### config.mk
export PLATFORM = sky130hd
export DESIGN_NAME = gumnut_alu_ctrl
export DESIGN_NICKNAME = d
export VERILOG_FILES = /design/src/rtl/gumnut_alu_ctrl.sv
export SDC_FILE = /design/constraint.sdc
export NUM_CORES = 1
export LEC_CHECK = 0
export BUFFER_PORTS_ARGS = -buffer_cell sky130_fd_sc_hd__buf_2
export CORE_MARGIN = 2
export CORE_UTILIZATION = 51
export CTS_BUF_LIST = sky130_fd_sc_hd__clkbuf_4 sky130_fd_sc_hd__clkbuf_8 sky130_fd_sc_hd__clkbuf_16
export DETAILED_ROUTE_END_ITERATION = 7
export HOLD_SLACK_MARGIN = 0.02
export PLACE_DENSITY = 0.86
export SYNTH_ARGS = -nofsm -noshare
export SYNTH_HDL_FRONTEND = slang
export SYNTH_SLANG_ARGS = --single-unit
### constraint.sdc
create_clock -name clk_i -period 4.1 [get_ports clk_i]
set_clock_uncertainty 0.05 [all_clocks]
set_input_delay 0.82 -clock clk_i [delete_from_list [all_inputs] [get_ports clk_i]]
set_output_delay 0.82 -clock clk_i [all_outputs]
set_load 0.02 [all_outputs]
### src/rtl/gumnut_alu_ctrl.sv
// gumnut_alu_ctrl
// Sequencing controller between the Gumnut decode/execute stage and the
// 8-bit ALU. Accepts one op per req handshake, drives the ALU, holds the
// carry/zero condition codes and returns the result on a rsp handshake.
//
// Ports:
//   clk_i, rst_i (async, active high)
//   req_valid_i / req_ready_o, op_i[3:0], rs_i[7:0], op2_i[7:0], count_i[2:0]
//   rsp_valid_o / rsp_ready_i, res_o[7:0], err_o
//   cc_carry_o, cc_zero_o          condition-code registers
//   alu_op_o, alu_rs_o, alu_op2_o, alu_count_o, alu_carry_o  -> ALU
//   alu_res_i, alu_carry_i                                   <- ALU
//
// Config macro: ALU_CTRL_SHIFT_SEQ_EN
//   defined   - shifts (1000-1011) step the ALU one bit per EXEC cycle
//   undefined - shifts take one EXEC cycle with the full count
module gumnut_alu_ctrl (
  input  logic       clk_i,
  input  logic       rst_i,
  input  logic       req_valid_i,
  output logic       req_ready_o,
  input  logic [3:0] op_i,
  input  logic [7:0] rs_i,
  input  logic [7:0] op2_i,
  input  logic [2:0] count_i,
  output logic       rsp_valid_o,
  input  logic       rsp_ready_i,
  output logic [7:0] res_o,
  output logic       err_o,
  output logic       cc_carry_o,
  output logic       cc_zero_o,
  output logic [3:0] alu_op_o,
  output logic [7:0] alu_rs_o,
  output logic [7:0] alu_op2_o,
  output logic [2:0] alu_count_o,
  output logic       alu_carry_o,
  input  logic [7:0] alu_res_i,
  input  logic       alu_carry_i
);

  typedef enum logic [1:0] {S_IDLE, S_EXEC, S_DONE} state_t;

  state_t     r_state, w_next;
  logic [3:0] r_op;
  logic [7:0] r_rs;    // working register: latched rs, then partial shift result
  logic [7:0] r_op2;
  logic [2:0] r_cnt;   // remaining shift steps
  logic [7:0] r_res;
  logic       r_err;
  logic       r_carry;
  logic       r_zero;

  logic       w_is_shift;
  logic       w_illegal;
  logic       w_last;  // this EXEC cycle is the final one
  logic [3:0] w_alu_op;
  logic [7:0] w_alu_rs;
  logic [7:0] w_alu_op2;
  logic [2:0] w_alu_count;

  assign w_is_shift = (r_op[3:2] == 2'b10);
  assign w_illegal  = (r_op[3:2] == 2'b11);

`ifdef ALU_CTRL_SHIFT_SEQ_EN
  // Keep stepping while more than one single-bit step remains.
  assign w_last = !(w_is_shift && (r_cnt > 3'd1));
`else
  assign w_last = 1'b1;
`endif

  always_comb begin
    w_next      = r_state;
    w_alu_op    = 4'd0;
    w_alu_rs    = 8'd0;
    w_alu_op2   = 8'd0;
    w_alu_count = 3'd0;
    case (r_state)
      S_IDLE: if (req_valid_i) w_next = S_EXEC;
      S_EXEC: begin
        w_alu_op    = r_op;
        w_alu_rs    = r_rs;
        w_alu_op2   = r_op2;
        w_alu_count = r_cnt;
`ifdef ALU_CTRL_SHIFT_SEQ_EN
        if (w_is_shift && (r_cnt != 3'd0)) w_alu_count = 3'd1;
`endif
        if (w_last) w_next = S_DONE;
      end
      S_DONE: if (rsp_ready_i) w_next = S_IDLE;
      default: w_next = S_IDLE;
    endcase
  end

  always_ff @(posedge clk_i or posedge rst_i) begin
    if (rst_i) begin
      r_state <= S_IDLE;
      r_op    <= 4'd0;
      r_rs    <= 8'd0;
      r_op2   <= 8'd0;
      r_cnt   <= 3'd0;
      r_res   <= 8'd0;
      r_err   <= 1'b0;
      r_carry <= 1'b0;
      r_zero  <= 1'b0;
    end else begin
      r_state <= w_next;
      case (r_state)
        S_IDLE: if (req_valid_i) begin
          r_op  <= op_i;
          r_rs  <= rs_i;
          r_op2 <= op2_i;
          r_cnt <= count_i;
        end
        S_EXEC: begin
          if (!w_last) begin
            r_rs  <= alu_res_i;
            r_cnt <= r_cnt - 3'd1;
          end else if (w_illegal) begin
            r_res <= 8'd0;
            r_err <= 1'b1;
          end else if (w_is_shift && (r_cnt == 3'd0)) begin
            // Zero-count shift passes rs through; carry is left alone.
            r_res  <= r_rs;
            r_err  <= 1'b0;
            r_zero <= (r_rs == 8'd0);
          end else begin
            r_res   <= alu_res_i;
            r_err   <= 1'b0;
            r_carry <= alu_carry_i;
            r_zero  <= (alu_res_i == 8'd0);
          end
        end
        default: ;
      endcase
    end
  end

  assign req_ready_o = (r_state == S_IDLE);
  assign rsp_valid_o = (r_state == S_DONE);
  assign res_o       = r_res;
  assign err_o       = r_err;
  assign cc_carry_o  = r_carry;
  assign cc_zero_o   = r_zero;
  assign alu_op_o    = w_alu_op;
  assign alu_rs_o    = w_alu_rs;
  assign alu_op2_o   = w_alu_op2;
  assign alu_count_o = w_alu_count;
  assign alu_carry_o = r_carry;

endmodule

==> flow_summary.toml, run 1 <==
[outcome]
status = "finished clean"

[clocking]
clock-root-buffer = "clkbuf_4"
postCtsSetupBuffers = 0
clkTransAtPathRegs_ns = 0.10
clock_latency_ns = 0.34
holdBufCountCts = 0
clock_sinks = 36
cts_tree = "built"
cts_resized = 0
cts_buffer_depth = 2
htreeDepth = 2
cts_buffers = 5

[route]
wl_per_cell_um = 13.8
finalWirelength_um = 3530
dr.pass1.iters = 4
viasPerCell = 4.92
drt_iter0_drc = 65
detail-route-antenna-nets = 0
drcViolationCount = 0
vias = 1260

[floorplanning]
die_x_um = 63.2
rows = 21
start_util = 0.531
io_pins = 73
core_um2 = 3360
die-area_um2 = 3990
die_h_um = 63.2

[pwr]
pwr-share-seq = 0.405
ir_worst_vdd_v = 0.000369
power_density_nw_per_um2 = 741
power_frac_clock = 0.128
power_frac_comb = 0.467
switching_share = 0.387
power_mw = 1.62
p_switching_mw = 0.628
intPower_mw = 0.994
power_leakage_nw = 1.13

[sta]
worst_slew_pin_slew_ns = 0.873
tns_ns = 0
fmax_mhz = 385
rsz0062_at_grt = "false"
setup_viol = 0
finalCritPeriodShare = 0.633
slew_viol_final = 0
hold_slack_ns = 0.439
period_needed_ns = 2.60
hold_viol = 0
slew_headroom = 0.413
setup_ws_ns = 1.50

[synthesis]
syn_avg_cell_area_um2 = 12.9
synth_top_cell_area_share = 0.504
synth_edf_count = 0
synth.most_common_cell = "dfrtp_1"
synth.area.top_cells = "dfrtp_1 50%, mux2_4 17%, and2_1 8.1%, mux2i_1 4.5%, mux2_2 3.2%"
seq_area_frac_synth = 0.504
synthTopCellsByCount = "36 x dfrtp_1, 23 x and2_1, 20 x mux2_4, 13 x nand2_1, 8 x mux2i_1"
synth-seq-cells = 36
synthFlopType = "dfrtp_1"
synth_warnings = 0
yosysTopAreaCell = "dfrtp_1"
synth_area_um2 = 1790
synthCells = 139
postSynth.asyncResetShare = 1.00
yosysUniqueCellTypes = 24
syn_nets = 175

[setup_path]
path_class = "reg2out"
start_kind = "flop"
cp_slowest_stage_delay_ns = 0.60
cp-end-kind = "output port"
r2r_cells = 4
slowest_stage = "and2b_1"
reg2reg_to = "alu_carry_o"
cp_cell_sequence = "and2b_1 > and2_1 > buf_2"
critPathArrivalTime_ns = 1.73
cp.required_ns = 3.23
worst-path-max-fanout = 25
r2r_slack_ns = 1.96
crit-reg2reg-launch = "r_state[1]"

[cells_and_area]
fin_nets = 246
layoutNonFillerInstCount = 256
syn2layout_area_growth_pct = 22.6
drive_gt1_frac = 0.524
antennaDiodeCount = 0

[hold_path]
min_to = "res_o[2]"
worstHoldStart = "res_o[2]"
hold_class = "reg2reg"
whs_path_depth = 2

[global_routing]
grt_pass1_wl_um = 6010
overflow = 0
grt_max_degree = 37
grt_pass1_vias = 1267
antenna_found_initial = 0
grt_usage = 0.196

[place]
dpl.cell_count = 249
place_hpwl_um = 2600
gp_congestion = 0.717
dpl_worst_slack_ns = 1.81
io_buffers = 72

[job]
cap_violations = 0
[area by class of cell]
type,count,area [um^2]
fillers,310,1170
flip-flops and latches,36,901
multi-input cells,92,792
repair buffers,73,368
clock buffers,7,65.1
well taps,46,57.6
inverters,2,7.51
[critical path, delay by kind of cell, from the launching register on]
family,cells,cell delay [ns]
AND/OR/NAND/NOR,2,0.82
flip-flops,1,0.41
buffers and inverters,1,0.16
[how the worst max path moves through the flow]
stage                                 to  depth (start not counted)        from
after floorplan           alu_count_o[0]                          3  r_state[1]
after global placement       alu_rs_o[0]                          3  r_state[1]
after detailed placement     alu_rs_o[0]                          3  r_state[1]
after CTS                    alu_rs_o[0]                          3  r_state[1]
after global routing        alu_op2_o[2]                          3  r_state[1]
final                        alu_rs_o[0]                          3  r_state[1]
[power by group through the flow]
stage	clock network, mW	logic, mW	registers [mW]
global route	0.237	0.815	0.684
global placement	0	0.752	0.657
detailed placement	0	0.768	0.663
floorplan	0	0.572	0.684
finish	0.208	0.758	0.657
CTS	0.217	0.769	0.657
[sequential cells by signal, indices dropped and copies added (netlist names)]
register     cells
res_o            8
r_op             4
r_rs             8
alu_carry_o      1
r_state          2
err_o            1
r_cnt            3
cc_zero_o        1
r_op2            8
[kinds of logic after synthesis]
logic type,after synthesis,share of synthesized area
flops,36,0.504
buf+inv,11,0.0525
simple gates,48,0.165
compound gates,11,0.0343
mux,33,0.244
[routing by layer]
layer / routed length [um] / global-route usage / part of all wire
met1: 1530 / 0.251 / 0.43
met2: 1670 / 0.311 / 0.47
met3: 277 / 0.0679 / 0.078
met5: 0 / 0 / 0
met4: 54 / 0.0652 / 0.015
[layout by cell type, fill, tap and decap left out, types with 2 or more instances in the layout]
cell type,netlist,final
inv_1,2,2
dfrtp_1,36,36
mux2i_1,8,8
nor4_1,4,4
and2_1,23,23
mux2_2,5,5
clkbuf_4,0,5
nand2_1,13,13
mux2_4,20,20
or2b_1,2,2
clkbuf_8,0,2
buf_2,1,72
o21ai_1,5,5
o21ai_0,4,4
[stage by stage]
step | utilization | area (um^2)
floorplan | - | 1790
finish | 0.651 | 2190
CTS | 0.651 | 2190
detailed placement | 0.632 | 2130
global route | 0.651 | 2190
global placement | 0.632 | 2130
Note: power is estimated with default switching activity, not from simulation.
==> run 2: changes to the inputs <==
--- a/config.mk
+++ b/config.mk
@@ -7,11 +7,11 @@
 export LEC_CHECK = 0
 export BUFFER_PORTS_ARGS = -buffer_cell sky130_fd_sc_hd__buf_2
 export CORE_MARGIN = 2
-export CORE_UTILIZATION = 51
+export CORE_UTILIZATION = 43
 export CTS_BUF_LIST = sky130_fd_sc_hd__clkbuf_4 sky130_fd_sc_hd__clkbuf_8 sky130_fd_sc_hd__clkbuf_16
 export DETAILED_ROUTE_END_ITERATION = 7
 export HOLD_SLACK_MARGIN = 0.02
-export PLACE_DENSITY = 0.86
+export PLACE_DENSITY = 0.77
 export SYNTH_ARGS = -nofsm -noshare
 export SYNTH_HDL_FRONTEND = slang
 export SYNTH_SLANG_ARGS = --single-unit
==> constraint.sdc (replaced) <==
create_clock -name clk_i -period 2.21 [get_ports clk_i]
set_clock_uncertainty 0.05 [all_clocks]
set_input_delay 0.442 -clock clk_i [delete_from_list [all_inputs] [get_ports clk_i]]
set_output_delay 0.442 -clock clk_i [all_outputs]
set_load 0.02 [all_outputs]
==> flow_summary.toml, run 2 (synthesized netlist as in run 1, its figures left out) <==
[outcome]
status = "finished clean"

[cells_and_area]
final_cell_mix = "72 x buf_2, 36 x dfrtp_1, 23 x and2_1"
stdcell_area_um2 = 2250
mostFrequentLayoutCell = "buf_2"
multi_input_area_um2 = 793
num-fill-cells = 375
ff_latch_area_um2 = 901
drive_gt1_frac = 0.535
syn2layout_area_growth_pct = 26.0
antennaDiodeCount = 0
layoutNonFillerInstCount = 263
fin_nets = 249

[route]
wl_per_cell_um = 14.2
viasPerCell = 4.92
finalWirelength_um = 3720
dr.pass1.iters = 4
drt_iter0_drc = 80
vias = 1293
drcViolationCount = 0
detail-route-antenna-nets = 0

[sta]
hold_viol = 0
worst_slew_pin_slew_ns = 0.464
rsz0062_at_grt = "false"
setup_viol = 0
finalCritPeriodShare = 0.901
slew_viol_final = 0
period_needed_ns = 1.99
tns_ns = 0
hold_slack_ns = 0.197
fmax_mhz = 502
slew_headroom = 0.691

[floorplanning]
die-area_um2 = 4690
start_util = 0.447
core_um2 = 4000
rows = 23
die_x_um = 68.5
io_pins = 73
die_h_um = 68.5

[clocking]
postCtsSetupBuffers = 0
cts_tree = "built"
clkTransAtPathRegs_ns = 0.07
cts_resized = 0
clock_sinks = 36
htreeDepth = 2
clock_latency_ns = 0.28
cts_buffers = 5
clock-root-buffer = "clkbuf_8"
cts_buffer_depth = 2
holdBufCountCts = 0

[setup_path]
slowest_stage = "dfrtp_1"
cp_cell_sequence = "and2b_2 > buf_4 > and2_1 > buf_2"
cp_slowest_stage_delay_ns = 0.39
worst-path-max-fanout = 14
start_kind = "flop"
crit_family = "simple AND/OR/NAND/NOR gates"
critPathArrivalTime_ns = 1.50
cp.required_ns = 1.72
path_class = "reg2out"
worstPathBufferInverterCount = 2
cp-end-kind = "output port"
r2r_slack_ns = 0.65

[pwr]
power_mw = 3.16
power_density_nw_per_um2 = 1400
ir_worst_vdd_v = 0.000592
power_leakage_nw = 1.16

[global_routing]
grt_pass1_vias = 1240
overflow = 0
grt_max_degree = 37
grt_pass1_wl_um = 5850
antenna_found_initial = 0
grt_usage = 0.173

[place]
io_buffers = 72
dpl_cell_area_um2 = 2150
dpl.cell_count = 256
place_hpwl_um = 2800
gp_congestion = 0.712

[hold_path]
hold_class = "in2async"

[job]
cap_violations = 0
run 2: changes by cell type in the layout (fill, tap and decap cells not counted):
cell      change
clkbuf_4      -5
clkbuf_8      +5
buf_4         +3
and2b_1       -1
and2b_2       +1
run 2: final cells by class:
| cell class | count | share of cell area |
|---|---|---|
| inverter | 2 | 0.00334 |
| clock buffer | 7 | 0.0428 |
| multi-input combinational | 92 | 0.352 |
| timing repair buffer | 76 | 0.173 |
| sequential | 36 | 0.400 |
| tap | 50 | 0.0278 |
run 2: through the flow:
| stage | utilization | worst slack [ns] |
|---|---|---|
| after global routing | 0.563 | 0.0875 |
| after CTS | 0.562 | 0.0980 |
| after global placement | 0.538 | 0.444 |
| after detailed placement | 0.538 | 0.413 |
| after floorplan | - | 0.568 |
| final | 0.563 | 0.218 |
run 2: power breakdown:
| group | switching, mW | total (mW) | internal (mW) |
|---|---|---|---|
| sequential | 0.248 | 1.23 | 0.977 |
| combinational | 0.732 | 1.45 | 0.713 |
| clock | 0.211 | 0.488 | 0.277 |
| total | 1.19 | 3.16 | 1.97 |
run 2: metal layers:
layer	global-route usage	up-vias	wire [um]
met3	0.0526	2	314
met1	0.227	622	1640
met4	0.0525	0	8
li1	-	615	-
met5	0	-	0
met2	0.272	54	1760
run 2: tightest hold or removal path: stages:
cell and delay [ns]:
buf_2 0.09, inv_1 0.04, buf_4 0.39
run 2: final timing paths:
check,to,depth (start not counted),start
max reg2reg,r_op2[6],3,r_state[1]
min in group clk_i,r_state[1],2,rsp_ready_i
min reg2reg,cc_zero_o,2,cc_zero_o
max,alu_rs_o[0],4,r_state[1]
max in group asynchronous,r_op2[0],3,rst_i
min,r_cnt[1],3,rst_i
==> run 3: changes to the inputs <==
--- a/config.mk
+++ b/config.mk
@@ -6,12 +6,13 @@
 export NUM_CORES = 1
 export LEC_CHECK = 0
 export BUFFER_PORTS_ARGS = -buffer_cell sky130_fd_sc_hd__buf_2
-export CORE_MARGIN = 2
+export CORE_MARGIN = 10
 export CORE_UTILIZATION = 43
 export CTS_BUF_LIST = sky130_fd_sc_hd__clkbuf_4 sky130_fd_sc_hd__clkbuf_8 sky130_fd_sc_hd__clkbuf_16
 export DETAILED_ROUTE_END_ITERATION = 7
 export HOLD_SLACK_MARGIN = 0.02
 export PLACE_DENSITY = 0.77
+export REMOVE_ABC_BUFFERS = 1
 export SYNTH_ARGS = -nofsm -noshare
 export SYNTH_HDL_FRONTEND = slang
 export SYNTH_SLANG_ARGS = --single-unit
==> flow_summary.toml, run 3 (synthesized netlist as in run 1, its figures left out) <==
[outcome]
status = "finished clean"

[pwr]
power_frac_comb = 0.457
ir_worst_vdd_v = 0.000721
power_density_nw_per_um2 = 1400
intPower_mw = 1.95
pwr-share-seq = 0.388
power_frac_clock = 0.155
power_leakage_nw = 1.16
switching_share = 0.382
p_switching_mw = 1.21

[global_routing]
grt_pass1_vias = 1430
met2_usage = 0.188
grt_pass1_wl_um = 7120
grt_use_met1 = 0.140
antenna_found_initial = 0
grt_max_degree = 37
grtUsageMet3 = 0.0589
grt_usage = 0.120
overflow = 0
top_usage_layer = "met2"

[clocking]
htreeDepth = 2
cts_buffer_depth = 2
clock-root-buffer = "clkbuf_8"
clock_latency_ns = 0.28
cts_resized = 0
cts_tree = "built"
postCtsSetupBuffers = 0
holdBufCountCts = 0
clock_sinks = 36
clkTransAtPathRegs_ns = 0.07
cts_buffers = 5

[sta]
slew_viol_final = 0
hold_viol = 0
period_needed_ns = 1.93
setup_ws_ns = 0.277
setup_viol = 0
tns_ns = 0
finalCritPeriodShare = 0.875
worst_slew_pin_slew_ns = 0.453
fmax_mhz = 517
slew_headroom = 0.698
hold_slack_ns = 0.198
rsz0062_at_grt = "false"

[cells_and_area]
drive_gt1_frac = 0.533
mostFrequentLayoutCell = "buf_2"
antennaDiodeCount = 0
stdcell_area_um2 = 2250
syn2layout_area_growth_pct = 26.0
final_cell_mix = "72 x buf_2, 36 x dfrtp_1, 23 x and2_1"
num-fill-cells = 344
fin_nets = 249

[setup_path]
start_kind = "flop"
crit-reg2reg-launch = "r_state[1]"
path_class = "reg2out"
r2r_slack_ns = 0.65
worst-path-max-fanout = 25
reg2reg_to = "alu_carry_o"
cp.required_ns = 1.72
cp-end-kind = "output port"
startpoint = "r_state[1]"
critPathArrivalTime_ns = 1.44
r2r_cells = 5

[route]
detail-route-antenna-nets = 0
drt_iter0_drc = 61
finalWirelength_um = 4230
wl_per_cell_um = 16.0
viasPerCell = 4.78
dr.pass1.iters = 4
vias = 1262
drcViolationCount = 0

[place]
io_buffers = 72
gp_congestion = 0.725
place_hpwl_um = 3270
dpl_worst_slack_ns = 0.584
dpl_cell_area_um2 = 2150

[floorplanning]
rows = 23
start_util = 0.447
io_pins = 73
core_um2 = 4000
die-area_um2 = 7130
die_h_um = 84.5
die_x_um = 84.5

[job]
cap_violations = 0

[hold_path]
hold_class = "in2async"
run 3: changes by cell type in the layout (fill, tap and decap cells not counted), sizes merged:
cell / delta
clkinvlp: +1
run 3: critical path: stages (launching register included):
cell     delay, ns
dfrtp_1       0.40
and2b_1       0.19
buf_4         0.22
and2_1        0.16
buf_2         0.17
run 3: final cells by class:
type                            instances  area (um^2)  area share
Sequential cell                        36          901       0.400
Multi-Input combinational cell         92          792       0.352
Timing Repair Buffer                   76          390       0.173
Clock buffer                            7         90.1      0.0400
Tap cell                               50         62.6      0.0278
Clock inverter                          1         7.51     0.00334
Inverter                                2         7.51     0.00334
run 3: power by group through the flow:
stage	Sequential, mW	Clock (mW)	Combinational, mW
final	1.23	0.491	1.44
after global routing	1.28	0.538	1.57
after CTS	1.23	0.511	1.48
after detailed placement	1.23	0	1.47
after global placement	1.23	0	1.44
after floorplan	1.28	0	0.944
run 3: worst max-delay path by stage:
stage,slack (ns),cells past startpoint,endpoint
after global routing,0.17,4,alu_op_o[3]
after detailed placement,0.58,4,alu_rs_o[5]
final,0.28,4,alu_rs_o[5]
after global placement,0.63,4,alu_op2_o[7]
after floorplan,0.48,4,alu_carry_o
after CTS,0.26,4,alu_rs_o[5]
run 3: per-layer routing:
layer / routed length, um / part of all wire / vias up
met3: 389 / 0.092 / 4
met1: 1820 / 0.43 / 600
li1: - / - / 612
met2: 1990 / 0.47 / 46
met4: 31 / 0.0073 / 0
met5: 0 / 0 / -
run 3: per-stage QoR:
stage                     power, mW   util  instances
final                          3.16  0.563        264
after global routing           3.38  0.563        264
after CTS                      3.22  0.563        264
after detailed placement       2.71  0.538        256
after global placement         2.67  0.538        256
after floorplan                2.23      -        130
